--- config.mk ---
export PLATFORM = sky130hd
export DESIGN_NAME = prog_loader
export DESIGN_NICKNAME = d
export VERILOG_FILES = /design/src/rtl/prog_loader_pkg.sv /design/src/rtl/prog_loader_byte_packer.sv /design/src/rtl/prog_loader.sv
export SDC_FILE = /design/constraint.sdc
export NUM_CORES = 1
export LEC_CHECK = 0
export ABC_AREA = 1
export BUFFER_PORTS_ARGS = -buffer_cell sky130_fd_sc_hd__clkbuf_2
export CAP_MARGIN = 25
export CORE_MARGIN = 2
export CORE_UTILIZATION = 35
export CTS_CLUSTER_DIAMETER = 80
export CTS_CLUSTER_SIZE = 24
export DETAILED_ROUTE_END_ITERATION = 8
export HOLD_SLACK_MARGIN = 0.08
export SKIP_CTS_REPAIR_TIMING = 1
export SYNTH_ARGS = -nofsm -noshare
export SYNTH_HDL_FRONTEND = slang
export SYNTH_SLANG_ARGS = --single-unit
export TNS_END_PERCENT = 10
--- constraint.sdc ---
create_clock -name clk -period 5.2 [get_ports clk]
set_input_delay 1.04 -clock clk [delete_from_list [all_inputs] [get_ports clk]]
set_output_delay 1.04 -clock clk [all_outputs]
set_load 0.02 [all_outputs]
--- src/rtl/prog_loader_pkg.sv ---
// Shared definitions for the program loader: FSM state encodings and word geometry.
package prog_loader_pkg;

    localparam int WORD_BYTES = 8;

    typedef enum logic [2:0] {
        LD_IDLE = 3'd0,
        LD_HDR0 = 3'd1,
        LD_HDR1 = 3'd2,
        LD_LOAD = 3'd3,
        LD_CSUM = 3'd4,
        LD_FIRE = 3'd5,
        LD_DONE = 3'd6,
        LD_ERR  = 3'd7
    } ld_state_t;

endpackage

--- src/rtl/prog_loader_byte_packer.sv ---
// Little-endian 8-byte word assembler. Bytes shift in from the top so that after
// seven bytes the holding register carries bytes 0..6 in place; the eighth byte
// is merged combinationally, so the full word and word_ready appear in the same
// cycle as the final byte's handshake.
module byte_packer
    import prog_loader_pkg::*;
(
    input  logic        clk,
    input  logic        rst,
    input  logic        clr,
    input  logic        en,
    input  logic [7:0]  din,
    output logic [63:0] word,
    output logic        word_ready
);

    logic [2:0]  j;
    logic [55:0] sh;

    assign word_ready = en && (j == 3'(WORD_BYTES - 1));
    assign word       = {din, sh};

    // Byte index and shift register; cleared on reset, on a new load, and after each full word.
    always_ff @(posedge clk) begin
        if (rst || clr) begin
            j  <= 3'd0;
            sh <= 56'd0;
        end else if (en) begin
            j <= j + 3'd1;
            if (j == 3'(WORD_BYTES - 1))
                sh <= 56'd0;
            else
                sh <= {din, sh[55:8]};
        end
    end

endmodule

--- src/rtl/prog_loader.sv ---
// Program loader: receives a length-prefixed byte image, writes it to CPU RAM
// as 64-bit words, then pulses run to start the CPU.
// Optional trailing XOR checksum byte: define PROG_LOADER_CHECKSUM_EN.
module prog_loader
    import prog_loader_pkg::*;
#(
    parameter int ADDR_W    = 16,
    parameter int BASE_ADDR = 0,
    parameter int MAX_WORDS = 8192
) (
    input  logic              clk,
    input  logic              rst,
    input  logic              start,
    input  logic [7:0]        in_data,
    input  logic              in_valid,
    output logic              in_ready,
    output logic              ram_we,
    output logic [ADDR_W-1:0] ram_addr,
    output logic [63:0]       ram_wdata,
    output logic              run,
    output logic              busy,
    output logic              done,
    output logic              err
);

`ifdef PROG_LOADER_CHECKSUM_EN
    localparam ld_state_t LD_AFTER_LOAD = LD_CSUM;
    logic [7:0] csum;
`else
    localparam ld_state_t LD_AFTER_LOAD = LD_FIRE;
`endif

    ld_state_t         state;
    logic [15:0]       n;
    logic [15:0]       k;
    logic              xfer;
    logic              can_start;
    logic [15:0]       n_full;
    logic [ADDR_W-1:0] waddr;
    logic [63:0]       word;
    logic              word_ready;

    assign busy      = (state == LD_HDR0) || (state == LD_HDR1) ||
                       (state == LD_LOAD) || (state == LD_CSUM);
    assign in_ready  = busy;
    assign done      = (state == LD_DONE);
    assign err       = (state == LD_ERR);
    assign xfer      = in_valid && in_ready;
    assign can_start = start && ((state == LD_IDLE) || (state == LD_DONE) || (state == LD_ERR));
    assign n_full    = {in_data, n[7:0]};
    // Word address wraps naturally at 2^ADDR_W.
    assign waddr     = ADDR_W'(BASE_ADDR) + ADDR_W'({k, 3'b000});

    byte_packer u_packer (
        .clk        (clk),
        .rst        (rst),
        .clr        (can_start),
        .en         (xfer && (state == LD_LOAD)),
        .din        (in_data),
        .word       (word),
        .word_ready (word_ready)
    );

    // Loader FSM with registered RAM write port and run strobe.
    always_ff @(posedge clk) begin
        if (rst) begin
            state     <= LD_IDLE;
            n         <= 16'd0;
            k         <= 16'd0;
            ram_we    <= 1'b0;
            ram_addr  <= '0;
            ram_wdata <= 64'd0;
            run       <= 1'b0;
`ifdef PROG_LOADER_CHECKSUM_EN
            csum      <= 8'd0;
`endif
        end else begin
            ram_we <= 1'b0;
            run    <= 1'b0;
            case (state)
                LD_IDLE, LD_DONE, LD_ERR: begin
                    if (can_start) begin
                        state <= LD_HDR0;
                        n     <= 16'd0;
                        k     <= 16'd0;
`ifdef PROG_LOADER_CHECKSUM_EN
                        csum  <= 8'd0;
`endif
                    end
                end
                LD_HDR0: begin
                    if (xfer) begin
                        n[7:0] <= in_data;
                        state  <= LD_HDR1;
                    end
                end
                LD_HDR1: begin
                    if (xfer) begin
                        n[15:8] <= in_data;
                        if (n_full > 16'(MAX_WORDS))
                            state <= LD_ERR;
                        else if (n_full == 16'd0)
                            state <= LD_AFTER_LOAD;
                        else
                            state <= LD_LOAD;
                    end
                end
                LD_LOAD: begin
                    if (xfer) begin
`ifdef PROG_LOADER_CHECKSUM_EN
                        csum <= csum ^ in_data;
`endif
                        if (word_ready) begin
                            ram_we    <= 1'b1;
                            ram_addr  <= waddr;
                            ram_wdata <= word;
                            k         <= k + 16'd1;
                            if (k == n - 16'd1)
                                state <= LD_AFTER_LOAD;
                        end
                    end
                end
`ifdef PROG_LOADER_CHECKSUM_EN
                LD_CSUM: begin
                    if (xfer)
                        state <= (in_data == csum) ? LD_FIRE : LD_ERR;
                end
`endif
                LD_FIRE: begin
                    run   <= 1'b1;
                    state <= LD_DONE;
                end
                default: state <= LD_IDLE;
            endcase
        end
    end

endmodule

==> run metrics, run 1 <==
GP Congestion=~0.85; antenna cells=0; Hold EP=u_packer.sh[5]; crit path capture type=flop; Hold Slack=around 0.46 ns; initial antenna violation count=0; Yosys reg bits=between 150 and 200; routed wire length=~18,000 um; met3 WL post-DR=approximately 630 um; Max Used Layer=met4; Hold Violations, Final=0; pin count of the biggest net entering global routing=between 60 and 70; dpl hpwl=about 12,000 um; total power=3.20 mW; area leader, netlist=dfxtp_1; reported max-cap violation count=0; antenna-violating nets left=0; vias per cell=between 4 and 5; CP startpoint=in_valid; IO buf count=between 90 and 100; Die H=~150 um; Syn Area/Cell=between 7 and 8 um2; layout cells sized above 1=between 10% and 20%; WS Path Type=in -> reg; status=completed; Hold Crit Class=reg -> reg; clk buf depth=2; DR iter-0 viols=around 470; setup TNS=0 ns; Switch Pwr=slightly below 1 mW; yosys warns=0; layout net count=roughly 1,000; Hold Crit Depth=2; vias in the first global route=between 5,000 and 6,000; Distinct cells, synth=37; Worst-Skew Late Latency=approximately 0.43 ns; slowest stage cell, crit path=inv_6; crit-path max FO=64; Place WS=1.37 ns; Core Util, Final=41.4%; Sw Ratio=around 31%; Tot GR Track Use=around 17%; FF-to-FF path depth=9; Clock Skews=roughly 0.012 ns; die width=between 100 and 150 um; Final setup viols=0; Final Max Slew Viols=0; min setup slack post-route=~1.8 ns; power share of the clock group=between 30% and 40%; RSZ-0062 raised after global routing=no; Clock Sink Count=~170; CTS tree=built; DR pass1 iterations=5; Core Box Area=~0.02 mm2; Inserted Clock Buffers=17; met1 wire length=8530 um; cell family with most CP delay=buffers and inverters; Post-Synthesis Cell Area=around 0.0071 mm2; CTS root buf=clkbuf_16; Slew headroom=between 40% and 50%; pwr dens=385 mW/mm2; post-route minimum period=3.37 ns; worst min-delay path startpoint=u_packer.sh[5]; part of the power in combinational logic=18.1%; most frequent cells in the layout=173 x dfxtp_1, 165 x nor2_1, 141 x nand2_1; I/O pin total=98; Worst-Margin Slew=0.758 ns; Initial Utilization=~35%; most frequent CP cell=nand2_4; Crit path largest cell delay=about 0.51 ns; average wire per cell in the routed design=between 10 and 15 um; most common cell after layout, fill and taps aside=dfxtp_1; Final Cycle Share=64.8%; Worst EP required=5.56 ns; CTS clk-pin slew, worst paths=roughly 0.06 ns; first-pass GRT wire length=29,500 um; Syn Inst Count=946; WP buf/inv=4; Worst R2R End=ram_wdata[55]; Worst VDD drop=0.000206 V; RR Startpoint=state[0]; sequential share of power=approximately 43%; Leak=between 3 and 4 nW; Synth top area share=around half; Synth area leaders=dfxtp_1 49%, nor2_1 8.7%, nand2_1 7.5%, a21oi_1 6.7%, o21ai_0 6.2%; grt ovf=0; met2 routed WL=roughly 8400 um; Site Rows=52; Area Overhead vs Synth=17.0%; H-tree depth=4; CP Cell Sequence=clkbuf_2 -> nand2_4 -> inv_6 -> nand2_4 -> inv_2 -> buf_4 -> o21ai_0 -> a21oi_1; Worst EP arrival=3.73 ns; Cell Int Power=between 2 and 2.5 mW; DRC Markers=0; DR vias=between 6,000 and 7,000; full die area=approximately 0.021 mm2; critical path startpoint category=input port; R2R setup slack=between 1.5 and 2 ns; Fmax=297 MHz; sequential area share after synthesis=48.8%
[routing by layer]
metal	track usage [%]	up-vias
li1	-	3244
met1	22.2	2804
met2	27.8	109
met3	3.88	23
met4	6.31	0
met5	0	-
[flip-flops by register name, indices dropped and copies added, names as in the netlist]
register and cells:
ram_we 1, ram_wdata 64, state 3, u_packer.sh 56, ram_addr 13, n 16, u_packer.j 3, run 1
k 16
[cell usage after synthesis, drive strengths merged]
master,number
a211oi,7
a21oi,95
a31oi,1
buf,11
clkbuf,44
conb,1
dfxtp,173
ha,5
inv,67
nand2,147
nand3,79
nand3b,7
nand4,5
nor2,168
nor3,8
nor3b,1
nor4,3
o21ai,90
o21bai,1
o221a,1
o22ai,11
or2,1
xnor2,11
xor2,9
[through the flow]
stage	instance area [um2]	instances
2_1_floorplan	7100	948
3_3_place_gp	7730	1264
3_5_place_dp	7730	1264
4_1_cts	8300	1296
5_1_grt	8300	1296
6_report	8300	1296
[worst max-delay path by stage]
| stage | end | slack, ns | cells past startpoint |
|---|---|---|---|
| finish | ram_wdata[55] | 1.83 | 8 |
| global route | ram_wdata[55] | 1.43 | 9 |
| CTS | ram_wdata[51] | 1.82 | 9 |
| detailed placement | ram_wdata[51] | 1.37 | 8 |
| global placement | ram_wdata[51] | 1.39 | 8 |
| floorplan | in_ready | 2.76 | 3 |
[kinds of logic (layout without fill, tap and decap cells)]
family | after synthesis | count (layout) | synth area share [%]
adders and majority gates | 5 | 5 | 0.882
DFF | 173 | 173 | 48.8
xor gates and xnor gates | 20 | 20 | 2.47
buffers and inverters | 122 | 200 | 6.86
and+or+nand+nor | 419 | 419 | 25.7
other | 1 | 3 | 0.0529
AOI/OAI and AO/OA | 206 | 206 | 15.2
[final cells by class]
| type | instances | area, um2 |
|---|---|---|
| Clock buffer | 22 | 464 |
| Clock inverter | 10 | 106 |
| Fill cell | 2133 | 11700 |
| Inverter | 67 | 256 |
| Multi-Input combinational cell | 653 | 3150 |
| Sequential cell | 173 | 3460 |
| Tap cell | 270 | 338 |
| Timing Repair Buffer | 101 | 523 |
[power groups by stage]
stage	registers (mW)	logic, mW	clock network (mW)
after floorplan	1.41	0.465	0
after global placement	1.41	0.568	0
after detailed placement	1.41	0.572	0
after CTS	1.38	0.576	1.26
after global routing	1.39	0.666	1.32
final	1.39	0.578	1.23
[worst min-delay path: cells and delay by family (launching register included)]
family | cells | cell delay [ns]
AND/OR/NAND/NOR | 1 | 0.06
flip-flops | 1 | 0.31
AO/OA/AOI/OAI | 1 | 0.05
No activity file was read; power rests on OpenSTA's default activity.
==> run 2: changes to the inputs <==
--- a/config.mk
+++ b/config.mk
@@ -5,7 +5,7 @@
 export SDC_FILE = /design/constraint.sdc
 export NUM_CORES = 1
 export LEC_CHECK = 0
-export ABC_AREA = 1
+export ABC_AREA = 0
 export BUFFER_PORTS_ARGS = -buffer_cell sky130_fd_sc_hd__clkbuf_2
 export CAP_MARGIN = 25
 export CORE_MARGIN = 2
==> constraint.sdc (replaced) <==
create_clock -name clk -period 3.5 [get_ports clk]
set_input_delay 0.7 -clock clk [delete_from_list [all_inputs] [get_ports clk]]
set_output_delay 0.7 -clock clk [all_outputs]
set_load 0.02 [all_outputs]
==> run 2 against run 1 <==
  * Non-clock buffer count increased by 4
  * Die area about the same
  * Register-to-register slack worse by 0.79 ns
  * Area after synthesis is essentially flat
  * Highest routed layer unchanged
==> run metrics, run 2 <==
most frequent cells in the layout=173 x dfxtp_1, 169 x nand2_1, 145 x a21oi_1; pin count of the biggest net entering global routing=80 (+23%); DR iter-0 viols=339 (-27%); Worst VDD drop=0.000325 V (+58%); top-count cell post-synth=dfxtp_1; Area Overhead vs Synth=17.2%; full die area=0.0214 mm2 (about the same); Core Box Area=0.0200 mm2 (unchanged); grt ovf=0 (unchanged); dpl hpwl=11,600 um (-5.7%); total power=4.26 mW (+33%); Synth Area in Compound Gates=15.5% (+0.28 points); post-route minimum period=roughly 2.5 ns; IO buf count=94 (unchanged); critical path startpoint category=flop; antenna-violating nets left=0 (unchanged); Final Cycle Share=70.0%; RSZ-0062 raised after global routing=no; Most used DFF post-synth=dfxtp_1; Clock Sink Count=173 (unchanged); post-synthesis mux area share=0.424% (+0.42 points); WS Path Type=reg -> reg; setup TNS=0 ns (unchanged); Final setup viols=0 (unchanged); Slew headroom=42.1% (-7.1 points); CTS clk-pin slew, worst paths=0.06 ns (about the same); most common cell after layout, fill and taps aside=dfxtp_1; Worst-Margin Slew=0.861 ns (+0.104 ns); Leak=3.34 nW (-0.48%); Worst EP required=3.80 ns (-1.76 ns); vias in the first global route=5,526 (-2.7%); CTS tree=built; post-synthesis xor/xnor area fraction=4.20% (+1.7 points); Worst-Skew Late Latency=0.42 ns (about the same); Hold Slack=0.452 ns (-0.0120 ns); Largest regs=ram_wdata (64), u_packer.sh (56); Initial Utilization=35.4% (about the same); H-tree depth=4 (unchanged); Final Max Slew Viols=0 (unchanged); initial antenna violation count=0 (unchanged); sequential area share after synthesis=48.9% (about the same); reported max-cap violation count=0 (unchanged); DR pass1 iterations=4 (-1); status=completed; Post-Synthesis Cell Area=0.00709 mm2 (about the same); Largest register FFs=64 (unchanged); Post-Synth Adder-Cell Area=0.883% (about the same); routed wire length=17,900 um (about the same); Fmax=a little over 400 MHz; Distinct cells, synth=52 (+41%); R2R setup slack=1.05 ns (-0.79 ns); Inserted Clock Buffers=17 (unchanged); WP buf/inv=0 (-4); slowest stage cell, crit path=a211oi_1; min setup slack post-route=1.05 ns (-0.781 ns); Syn Inst Count=886 (-6.3%); I/O pin total=98 (unchanged); Worst EP arrival=2.75 ns (-0.98 ns); number of synthesized flops with an enable pin=0 (unchanged); Yosys reg bits=173 (unchanged); synth cell count leaders=173 x dfxtp_1, 170 x nand2_1, 145 x a21oi_1, 109 x nor2_1, 63 x and3_1; Hold Crit Class=reg -> reg; largest family of logic cells by synthesized area=simple AND/OR/NAND/NOR gates; asr flop ratio synth=0% (unchanged); area leader, netlist=dfxtp_1; Synth area leaders=dfxtp_1 49%, a21oi_1 10%, nand2_1 9.0%, nor2_1 5.8%, and3_1 5.6%; die width=146 um (about the same); cell family with most CP delay=compound AO/OA/AOI/OAI gates; GP Congestion=0.812 (-4.9%); DRC Markers=0 (unchanged); Place WS=0.903 ns (-0.462 ns); Hold Violations, Final=0 (unchanged); Clock Skews=0.00975 ns (-0.00185 ns); pwr dens=513 mW/mm2 (+33%); layout cells sized above 1=15.5% (+0.85 points); vias per cell=4.97 (+4.1%); layout net count=955 (-7.3%); Tot GR Track Use=16.9% (-0.22 points); first-pass GRT wire length=29,300 um (-0.65%); yosys warns=0 (unchanged); Syn Area/Cell=8.00 um2 (+6.7%); placed instance area=0.00770 mm2 (-0.44%); average wire per cell in the routed design=14.7 um (+6.3%); CTS root buf=clkbuf_16; Synth Area in Simple Gates=25.4% (-0.31 points); crit-path max FO=6 (-91%); Die H=146 um (about the same); largest register by flop count=ram_wdata; most frequent CP cell=ha_1; clk buf depth=2 (unchanged); CP Cell Sequence=ha_1 -> ha_1 -> and4b_1 -> o21ai_0 -> a211oi_1 -> nand3_1 -> xor2_1 -> nor2_1; DR vias=6,058 (-2.0%); Final Cell Area=0.00830 mm2 (about the same); Crit path largest cell delay=0.74 ns (+0.23 ns); Site Rows=52 (unchanged); antenna cells=0 (unchanged); Synth top area share=48.9% (about the same); crit path capture type=flop
## run 2: cell count changes after synthesis, moves of 15 or more
cell | previous run | this run
o21ai_0 | 88 | 3
nand3_1 | 78 | 11
and3_1 | 0 | 63
inv_1 | 64 | 7
nor2_1 | 165 | 109
a21oi_1 | 95 | 145
nand2_1 | 141 | 170
a22oi_1 | 0 | 18
clkbuf_1 | 44 | 59
## run 2: area by class of cell
cell class | count | area, um2
sequential | 173 | 3460
multi-input combinational | 634 | 3320
timing repair buffer | 105 | 556
clock buffer | 17 | 425
fill | 2087 | 11700
inverter | 7 | 26.3
tap | 270 | 338
clock inverter | 14 | 180
## run 2: per-layer routing
| layer | track usage [%] | part of all wire, % | vias up | wire length, um |
|---|---|---|---|---|
| met1 | 23.9 | 51 | 2843 | 9070 |
| met2 | 26.0 | 45 | 111 | 8090 |
| li1 | - | - | 3098 | - |
| met4 | 4.17 | 0.67 | 0 | 120 |
| met3 | 3.94 | 3.7 | 6 | 655 |
| met5 | 0 | 0 | - | 0 |
## run 2: path summary, 6_finish.rpt
path                                endpoint  cells after the start     startpoint
worst max-delay path                   k[14]                      8  u_packer.j[0]
worst min-delay path            ram_wdata[1]                      2   ram_wdata[1]
worst min register to register  ram_wdata[1]                      2   ram_wdata[1]
worst max register to register         k[14]                      8  u_packer.j[0]
## run 2: through the flow
step,cells,util [%]
floorplan,888,-
global placement,1189,38.4
detailed placement,1189,38.4
CTS,1220,41.4
global route,1220,41.4
finish,1220,41.4
## run 2: where the power goes
part           switching (mW)  internal, mW
registers              0.0308          1.98
logic                   0.195        0.0997
clock network           0.818          1.14
## run 2: cell families after synthesis
family	Yosys count
AO/OA/AOI/OAI	192
XOR/XNOR	34
adder cells (fa/ha/maj)	5
buffers and inverters	81
flip-flops	173
multiplexers	3
other	1
AND/OR/NAND/NOR	397
## run 2: worst min-delay path, delay by kind of cell, from the launching register on
family             cells  cell delay [ns]
DFF                    1             0.31
and+or+nand+nor        1             0.05
AOI/OAI and AO/OA      1             0.05
